<file path="src/rtl/game_flow_ctrl.sv">
// -----------------------------------------------------------------------------
// game_flow_ctrl
//
// Game-flow sequencer for the duck-shooting VGA game. It walks through
// IDLE -> WAIT -> GAME (<-> PAUSE) -> SCORE. Play runs for ROUNDS rounds of
// GAME_TIME seconds each, with the seconds derived from a CLK_HZ prescaler.
// It also keeps a saturating hit score, returns to IDLE after WAIT_TIMEOUT
// idle seconds in WAIT, drives the play-button rectangle and selects the
// per-screen colour.
//
// Ports
//   pclk, rst_n            pixel clock, asynchronous active-low reset
//   rect_clicked_play      level, click inside the play button
//   uart_start             level, remote player ready
//   mouse_clicked_stop     level, click on the score screen
//   duck_hit               pulse, duck shot (counted only in GAME)
//   pause_toggle           pulse, pause / resume request
//   rgb_in_*               per-screen pixel colour (12 bit)
//   state                  IDLE=0 WAIT=1 GAME=2 PAUSE=3 SCORE=4
//   btn_*                  play-button rectangle, zero while not in IDLE
//   btn_active             button drawn and clickable
//   rgb_out                selected pixel (follows the registered state)
//   time_left              seconds remaining in the current round
//   round                  0-based round index
//   score                  hit count, saturating
//   game_over              one-cycle pulse on GAME -> SCORE
// -----------------------------------------------------------------------------
module game_flow_ctrl #(
  parameter int          CLK_HZ       = 65_000_000,
  parameter int          GAME_TIME    = 60,
  parameter int          ROUNDS       = 3,
  parameter int          WAIT_TIMEOUT = 30,
  parameter logic [10:0] BTN_X        = 11'd380,
  parameter logic [10:0] BTN_Y        = 11'd186,
  parameter logic [10:0] BTN_W        = 11'd300,
  parameter logic [10:0] BTN_H        = 11'd100
) (
  input  logic        pclk,
  input  logic        rst_n,
  input  logic        rect_clicked_play,
  input  logic        uart_start,
  input  logic        mouse_clicked_stop,
  input  logic        duck_hit,
  input  logic        pause_toggle,
  input  logic [11:0] rgb_in_play,
  input  logic [11:0] rgb_in_wait,
  input  logic [11:0] rgb_in_game,
  input  logic [11:0] rgb_in_pause,
  input  logic [11:0] rgb_in_score,
  output logic [2:0]  state,
  output logic [10:0] btn_hstart,
  output logic [10:0] btn_vstart,
  output logic [10:0] btn_hlength,
  output logic [10:0] btn_vlength,
  output logic        btn_active,
  output logic [11:0] rgb_out,
  output logic [7:0]  time_left,
  output logic [3:0]  round,
  output logic [15:0] score,
  output logic        game_over
);

  typedef enum logic [2:0] {
    S_IDLE  = 3'd0,
    S_WAIT  = 3'd1,
    S_GAME  = 3'd2,
    S_PAUSE = 3'd3,
    S_SCORE = 3'd4
  } state_t;

  localparam int              PW         = (CLK_HZ > 1) ? $clog2(CLK_HZ) : 1;
  localparam logic [PW-1:0]   PRESC_MAX  = PW'(CLK_HZ - 1);
  localparam logic [PW-1:0]   PRESC_ONE  = PW'(1);
  localparam logic [7:0]      GAME_TIME_L = 8'(GAME_TIME);
  localparam logic [3:0]      LAST_ROUND = 4'(ROUNDS - 1);
  localparam logic [15:0]     WAIT_LAST  = 16'(WAIT_TIMEOUT - 1);

  state_t        state_q, state_d;
  logic [PW-1:0] presc_q, presc_d;
  logic [15:0]   wait_cnt_q, wait_cnt_d;
  logic [7:0]    time_left_q, time_left_d;
  logic [3:0]    round_q, round_d;
  logic [15:0]   score_q, score_d;
  logic          game_over_q, game_over_d;
  logic          btn_active_q, btn_active_d;
  logic [10:0]   btn_hstart_q, btn_hstart_d;
  logic [10:0]   btn_vstart_q, btn_vstart_d;
  logic [10:0]   btn_hlength_q, btn_hlength_d;
  logic [10:0]   btn_vlength_q, btn_vlength_d;
  logic [11:0]   rgb_out_q, rgb_out_d;
  logic          run;
  logic          tick;
  logic          pause_edge;

  always_comb begin
    state_d       = state_q;
    presc_d       = presc_q;
    wait_cnt_d    = wait_cnt_q;
    time_left_d   = time_left_q;
    round_d       = round_q;
    score_d       = score_q;
    game_over_d   = 1'b0;
    btn_active_d  = 1'b0;
    btn_hstart_d  = 11'd0;
    btn_vstart_d  = 11'd0;
    btn_hlength_d = 11'd0;
    btn_vlength_d = 11'd0;
    rgb_out_d     = 12'd0;

    run  = (state_q == S_WAIT) || (state_q == S_GAME);
    tick = run && (presc_q == PRESC_MAX);

    // Seconds prescaler: free-runs in WAIT/GAME, frozen elsewhere.
    if (run) begin
      presc_d = tick ? '0 : presc_q + PRESC_ONE;
    end

    case (state_q)
      S_IDLE: begin
        if (rect_clicked_play) begin
          state_d = S_WAIT;
          score_d = 16'd0;
          round_d = 4'd0;
        end
      end
      S_WAIT: begin
        if (tick) begin
          wait_cnt_d = wait_cnt_q + 16'd1;
        end
        // A start beats a coincident timeout tick.
        if (rect_clicked_play && uart_start) begin
          state_d     = S_GAME;
          time_left_d = GAME_TIME_L;
        end else if ((WAIT_TIMEOUT != 0) && tick && (wait_cnt_q == WAIT_LAST)) begin
          state_d = S_IDLE;
        end
      end
      S_GAME: begin
        if (duck_hit && (score_q != 16'hFFFF)) begin
          score_d = score_q + 16'd1;
        end
        if (tick) begin
          if (time_left_q == 8'd1) begin
            time_left_d = 8'd0;
            if (round_q == LAST_ROUND) begin
              state_d     = S_SCORE;
              game_over_d = 1'b1;
            end else begin
              round_d = round_q + 4'd1;
              state_d = S_WAIT;
            end
          end else begin
            time_left_d = time_left_q - 8'd1;
          end
        end
        // Round expiry wins over a pause request in the same cycle.
        if (pause_toggle && (state_d == S_GAME)) begin
          state_d = S_PAUSE;
        end
      end
      S_PAUSE: begin
        if (pause_toggle) begin
          state_d = S_GAME;
        end
      end
      S_SCORE: begin
        if (mouse_clicked_stop) begin
          state_d = S_IDLE;
        end
      end
      default: begin
        state_d     = S_IDLE;
        presc_d     = '0;
        wait_cnt_d  = 16'd0;
        time_left_d = 8'd0;
        round_d     = 4'd0;
        score_d     = 16'd0;
      end
    endcase

    // Any state change restarts the timing, except pause/resume, which
    // must carry the partially elapsed second across.
    pause_edge = ((state_q == S_GAME) && (state_d == S_PAUSE)) ||
                 ((state_q == S_PAUSE) && (state_d == S_GAME));
    if ((state_d != state_q) && !pause_edge) begin
      presc_d    = '0;
      wait_cnt_d = 16'd0;
    end

    // Button geometry follows the state being entered, so it is in place
    // in the same cycle the new state becomes visible.
    if (state_d == S_IDLE) begin
      btn_active_d  = 1'b1;
      btn_hstart_d  = BTN_X;
      btn_vstart_d  = BTN_Y;
      btn_hlength_d = BTN_W;
      btn_vlength_d = BTN_H;
    end

    case (state_q)
      S_IDLE:  rgb_out_d = rgb_in_play;
      S_WAIT:  rgb_out_d = rgb_in_wait;
      S_GAME:  rgb_out_d = rgb_in_game;
      S_PAUSE: rgb_out_d = rgb_in_pause;
      S_SCORE: rgb_out_d = rgb_in_score;
      default: rgb_out_d = 12'd0;
    endcase
  end

  always_ff @(posedge pclk or negedge rst_n) begin
    if (!rst_n) begin
      state_q       <= S_IDLE;
      presc_q       <= '0;
      wait_cnt_q    <= 16'd0;
      time_left_q   <= 8'd0;
      round_q       <= 4'd0;
      score_q       <= 16'd0;
      game_over_q   <= 1'b0;
      btn_active_q  <= 1'b1;
      btn_hstart_q  <= BTN_X;
      btn_vstart_q  <= BTN_Y;
      btn_hlength_q <= BTN_W;
      btn_vlength_q <= BTN_H;
      rgb_out_q     <= 12'd0;
    end else begin
      state_q       <= state_d;
      presc_q       <= presc_d;
      wait_cnt_q    <= wait_cnt_d;
      time_left_q   <= time_left_d;
      round_q       <= round_d;
      score_q       <= score_d;
      game_over_q   <= game_over_d;
      btn_active_q  <= btn_active_d;
      btn_hstart_q  <= btn_hstart_d;
      btn_vstart_q  <= btn_vstart_d;
      btn_hlength_q <= btn_hlength_d;
      btn_vlength_q <= btn_vlength_d;
      rgb_out_q     <= rgb_out_d;
    end
  end

  assign state       = state_q;
  assign btn_hstart  = btn_hstart_q;
  assign btn_vstart  = btn_vstart_q;
  assign btn_hlength = btn_hlength_q;
  assign btn_vlength = btn_vlength_q;
  assign btn_active  = btn_active_q;
  assign rgb_out     = rgb_out_q;
  assign time_left   = time_left_q;
  assign round       = round_q;
  assign score       = score_q;
  assign game_over   = game_over_q;

endmodule

</file>
<file path="config.mk">
export PLATFORM = sky130hd
export DESIGN_NAME = game_flow_ctrl
export DESIGN_NICKNAME = d
export VERILOG_FILES = /design/src/rtl/game_flow_ctrl.sv
export SDC_FILE = /design/constraint.sdc
export NUM_CORES = 1
export LEC_CHECK = 0
export ABC_AREA = 1
export CAP_MARGIN = 30
export CORE_MARGIN = 10
export CORE_UTILIZATION = 43
export CTS_CLUSTER_DIAMETER = 30
export DETAILED_ROUTE_END_ITERATION = 16
export PLACE_DENSITY = 0.78
export REMOVE_ABC_BUFFERS = 1
export SLEW_MARGIN = 20
export SYNTH_ARGS = -nofsm -noshare
export SYNTH_HDL_FRONTEND = slang
export SYNTH_SLANG_ARGS = --single-unit
</file>
<file path="constraint.sdc">
create_clock -name pclk -period 1.8 [get_ports pclk]
set_input_delay 0.27 -clock pclk [delete_from_list [all_inputs] [get_ports pclk]]
set_output_delay 0.27 -clock pclk [all_outputs]
set_load 0.02 [all_outputs]
</file>
* After elaboration in Yosys (flattened, before gate mapping)
Index checks and enable logic that the tools add are counted.
** Storage, ports and cells
- Flip-flop bits (word level) :: 131
- Input bits :: 67
- Logic and storage cells :: 103
** Operators by class
- Add/subtract/negate cells :: 5
- Eq/ne operators :: 22
- Muxes and demuxes :: 40
- Bitwise logic cells :: 2
- Reductions and logical operators :: 21
** Operator list (count)
- 26-bit two-way mux :: 4
- 16-bit two-way mux :: 4
- 12-bit case mux with 5 select lines :: 1
- 16-bit case mux with 3 select lines :: 1
- 16-bit by 1-bit adder with 16-bit output, second input constant :: 2
- 8-bit two-way mux :: 4
- 16-bit case mux with 2 select lines :: 1
- 3-bit two-way mux :: 10
- 26-bit by 1-bit adder with 26-bit output, second input constant :: 1
- 26-bit equality test, second input constant :: 1
- 8-bit case mux with 3 select lines :: 1
- 9-bit two-way mux :: 2
- 16-bit by 5-bit equality test with 1-bit output, second input constant :: 1
- 4-bit two-way mux :: 4
- 16-bit inequality test, second input constant :: 1
- 3-bit by 2-bit equality test with 1-bit output, second input constant :: 5
- 3-bit case mux with 5 select lines :: 1
- 4-bit case mux with 3 select lines :: 1
- 8-bit by 1-bit equality test with 1-bit output, second input constant :: 1
- 1-bit logical AND :: 8
- 2-bit by 1-bit inequality test with 1-bit output, second input constant :: 4
- 8-bit by 1-bit subtractor with 8-bit output, second input constant :: 1
- 7-bit two-way mux :: 1
- 3-bit logical NOT :: 2
- 18 further kinds :: 28

* Depth between registers and ports, before layout
- Depth in word-level cells :: 16
- Gate-level depth with buffers :: 14
- Depth with buffers taken out :: 13

* Worst setup path before layout
No wires, ideal clock.
- Path kind :: register -> register
- Start :: reg state_q[1], in the netlist state[1]
- End :: reg presc_q[2]
- Arrival :: 1.804 ns
- Setup slack :: -0.130 ns
- Stages on the path, launching flop included :: 12
- Period minus slack after synthesis :: 1.930 ns
- Cell sequence :: dfrtp_1 -> inv_2 -> nand3_2 -> nand2_2 -> inv_2 -> nor2_2 -> nand3_2 -> a21oi_4 -> nand3_1 -> nand3_2 -> buf_6 -> a21oi_2
** Between the ends
- Word-level cells in the longest chain between the ends :: 15
** Ends and longest elaborated chain
- start: declaration :: RTL line 78 : state_t state_q, state_d;
- start signal: assignment :: RTL line 226 : state_q <= state_d;
- 3-bit by 1-bit equality test with 1-bit output or 3-bit by 2-bit equality test with 1-bit output (tied branches) :: RTL line 110, 118, 183
- 1-bit logical OR :: RTL line 110 : run = (state_q == S_WAIT) || (state_q == S_GAME);
- 1-bit logical AND :: RTL line 111 : tick = run && (presc_q == PRESC_MAX);
- 3-bit two-way mux :: RTL line 142 : if (tick) begin
- 3-bit two-way mux :: RTL line 118 : case (state_q)
- 3-bit by 2-bit equality test with 1-bit output :: RTL line 157 : if (pause_toggle && (state_d == S_GAME)) begin
- 1-bit logical AND :: RTL line 157
- 3-bit two-way mux :: RTL line 157
- 3-bit case mux with 5 select lines :: RTL line 118
- 3-bit by 2-bit equality test with 1-bit output, on equally long branches :: RTL line 183, 184
- 1-bit logical AND, on equally long branches :: RTL line 183, 184
- 1-bit logical OR :: RTL line 183 : pause_edge = ((state_q == S_GAME) && (state_d == S_PAUSE)) ||
- 1-bit logical NOT :: RTL line 185 : if ((state_d != state_q) && !pause_edge) begin
- 1-bit logical AND :: RTL line 185
- 3-bit by 1-bit inequality test with 1-bit output (no line) or 26-bit two-way mux (tied branches)
- end signal: assignment :: RTL line 227 : presc_q <= presc_d;
- end: declaration :: RTL line 79 : logic [PW-1:0] presc_q, presc_d;
Parallel ways exist; a longest one is shown, timed or not. The select of a mux whose other input is x is not followed.
A chain may end at the register's enable or synchronous reset.

* Worst setup path in the final report
- Start :: reg presc_q[0]
- End :: reg wait_cnt_q[4]
** Between the ends
- Word-level cells in the longest chain between the ends :: 15
** Ends and longest elaborated chain
- 26-bit equality test * :: RTL line 111
- 1-bit logical AND * :: RTL line 111
- 3-bit two-way mux :: RTL line 142
- 3-bit two-way mux :: RTL line 118
- 3-bit by 2-bit equality test with 1-bit output :: RTL line 157
- 1-bit logical AND :: RTL line 157
- 3-bit two-way mux :: RTL line 157
- 3-bit case mux with 5 select lines :: RTL line 118
- 3-bit by 2-bit equality test with 1-bit output, on equally long branches :: RTL line 183, 184
- 1-bit logical AND, on equally long branches :: RTL line 183, 184
- 1-bit logical OR :: RTL line 183
- 1-bit logical NOT :: RTL line 185
- 1-bit logical AND :: RTL line 185
- 3-bit by 2-bit inequality test with 1-bit output (no line) or 2-bit by 1-bit inequality test with 1-bit output (tied branches)
- 2-bit AND reduction (no line)
- end signal: assignment :: RTL line 228 : wait_cnt_q <= wait_cnt_d;
- end: declaration :: RTL line 80 : logic [15:0] wait_cnt_q, wait_cnt_d;
Mark *: on every way between the ends. The rest lies on a longest branch, timed or not. The select of a mux whose other input is x is not followed.

==> metrics.cfg <==
[floorplan]
io_pins=156
die_h_um=141
dieArea_um2=19700
core_area_um2=14000
rows=43
die_w_um=141
start_util_pct=44.5

[timing]
rsz0062_at_grt=yes
layout_setup_ws_ns=-0.338
fmax_mhz=468
hold_viol_final=0
finalClockSkew_ns=0.0108
setup_viol=54
holdWs_ns=0.397
fin_crit_sh_pct=119
fin_crit_ns=2.14
worstMarginPinSlew_ns=0.513
relSlewSlack_pct=65.8
slew_violations=0
setup_tns_ns=-12.75

[status]
outcome=finished with violations
violations=setup timing

[synth]
synthArstFlopShare_pct=100
syn_inst=852
ys_seq_elements=87
ys.flop_type=dfrtp_1
ys_warn_count=0
synth-edff-count=0
ys_types=44
ys_seq_area_share_pct=34.9
synth_area_um2=6240
syn_area_per_cell_um2=7.33

[finish]
drive_gt1_share_pct=29.0
nets=1198
n_fill_cell=1042
area_growth_pct=52.7
final_cells=1308
num_antenna_cells=0

[setup_path]
slowest_stage=dfrtp_1
critPathMaxFanout=7
cp_data_arrival_time_ns=2.43
cpPeakStageDelay_ns=0.41
cp_cell_sequence=ha_4 > nand3_4 > nor2_2 > nand3_1 > nor2_2 > nand4_1 > nand3_4 > nand3_2 > nand2_2 > nand2_4 > buf_12 > buf_12 > a21oi_2
required_ns=2.09
cp.depth=13
cp_top_family=simple AND/OR/NAND/NOR gates
reg2reg_depth=13
start_kind=register
crit_type=register to register
crit_path_end_kind=register
crit_buf_inv=2

[clocking]
clock-sinks=87
clkSlewWorstSetupHoldPaths_ns=0.07
root_buffer=clkbuf_16
htreeDepth=3
clockBufferDepth=2
clock_latency_ns=0.36
cts_tree=built
cts_buffers=9

[global_route]
use_met3_pct=8.05
grtUsageMet2_pct=35.3
grt_pass1_vias=7024
track_usage_pct=21.0
antenna_found_initial=0
grt_pass1_wl_um=34600
grt_busiest_layer=met2
grtUsageMet1_pct=23.1
grt_start_max_net_pins=34
grt_overflow=0

[detailed_routing]
wirelength_um=22400
avgRoutedWirePerCell_um=17.1
first_pass_iters=5
ant_nets=0
drtIter0Drc=666
route.detailed.drc=0
vias_per_cell=5.36
vias=7015

[flow_run]
maxCapViolCount=0

[power]
power_density_nw_per_um2=1310
p_total_w=0.0125
total_leakage_power_nw=4.25
ir_drop_mv=1.37

[place]
dpl.hpwl_um=15400
port_buffers=129
place_inst=1255
gp_congestion=0.950

[hold_path]
worst_hold_path_type=primary input to async pin

[logic make-up (layout without fill, tap and decap cells)]
kind of cell,after synthesis,in the layout,synth area share (%)
AND/OR/NAND/NOR,424,424,30.2
buffers and inverters,167,418,13.9
AO/OA/AOI/OAI,138,138,15.5
flip-flops,87,87,34.9
XOR/XNOR,26,26,3.65
adder cells (fa/ha/maj),8,8,1.60
other,1,26,0.0601
multiplexers,1,1,0.160
[path summary, 6_finish.rpt]
check                                  startpoint                         to  slack (ns)
min                                         rst_n    presc_q[22]$_DFFE_PN0P_        0.40
max                        presc_q[0]$_DFFE_PN0P_  wait_cnt_q[4]$_DFFE_PN0P_       -0.34
max in group asynchronous                   rst_n   btn_vlength[5]$_DFF_PN1_        0.78
min reg2reg                  round[1]$_DFFE_PN0P_       round[1]$_DFFE_PN0P_        0.58
max reg2reg                presc_q[0]$_DFFE_PN0P_  wait_cnt_q[4]$_DFFE_PN0P_       -0.34
min in group pclk                  rgb_in_game[4]       rgb_out[4]$_DFF_PN0_        0.45
[repair_timing]
item,in CTS,in global routing
buffers inserted,22,16
hold buffers,1,0
endpoints found under the setup margin,101,73
endpoints found under the hold margin,27,0
cloned,4,1
pin swaps,13,41
resized for setup,78,61
[synthesized netlist by cell type, types with 7 or more instances]
library cell	n	area (µm²)
nand2_1	194	728
inv_1	88	330
dfrtp_1	86	2150
nor2_1	82	308
nand3_1	58	290
buf_4	46	345
a21oi_2	40	350
nor3_1	40	200
o21ai_0	32	160
a21oi_1	27	135
nand4_1	20	125
xor2_1	16	140
a221oi_1	12	105
o31ai_1	11	82.6
inv_2	10	37.5
xnor2_1	10	87.6
buf_6	8	90.1
ha_1	8	100
clkbuf_1	7	26.3
nand2_2	7	43.8
[through the flow]
step                      util (%)  area (µm²)  setup slack, ns
after global routing          67.9        9540           -0.456
after floorplan                  -        5840           -0.978
after CTS                     66.2        9290           -0.227
final                         67.9        9540           -0.338
after global placement        60.5        8490           -0.293
after detailed placement      60.5        8490           -0.342
[placed cells by master (no fill, tap or decap), types with 20 or more instances in the layout]
cell | synthesis | layout
inv_1 | 88 | 84
clkdlybuf4s50_1 | 0 | 105
a21oi_1 | 27 | 23
o21ai_0 | 32 | 26
conb_1 | 1 | 26
a21oi_2 | 40 | 41
nor2_1 | 82 | 67
dfrtp_1 | 86 | 85
nand2_1 | 194 | 177
nand4_1 | 20 | 20
buf_4 | 46 | 151
nand3_1 | 58 | 49
nor3_1 | 40 | 34
dlygate4sd2_1 | 0 | 21
[power by group]
part | internal (W) | switching (W) | total [W]
Sequential | 0.00227 | 0.000206 | 0.00247
Clock | 0.000950 | 0.000908 | 0.00186
Combinational | 0.00357 | 0.00459 | 0.00815
[registers in the layout, summed over array words and instances (netlist names), 3 cells and up]
signal      flops
round           4
score          16
presc_q        26
rgb_out        12
state           3
wait_cnt_q     16
time_left       8
[worst register-to-register path, stage by stage, from the launching register on]
cell and delay (ns):
dfrtp_1 0.41, ha_4 0.20, nand3_4 0.12, nor2_2 0.13, nand3_1 0.08, nor2_2 0.13, nand4_1 0.17, nand3_4 0.14
nand3_2 0.07, nand2_2 0.08, nand2_4 0.10, buf_12 0.16, buf_12 0.14, a21oi_2 0.14
[metal layers]
layer / vias to the layer above / part of all wire, %
li1: 3284 / -
met1: 3328 / 38
met2: 328 / 49
met3: 75 / 9.7
met4: 0 / 3.2
met5: - / 0
[cell type report]
class	count	area, µm²	area share, %
inverter	98	375	3.94
clock buffer	9	225	2.36
tap	180	225	2.36
clock inverter	7	56.3	0.590
timing repair buffer	304	2810	29.5
multi-input combinational	623	3660	38.4
sequential	87	2180	22.9
Power figures use the tool's default switching activity.
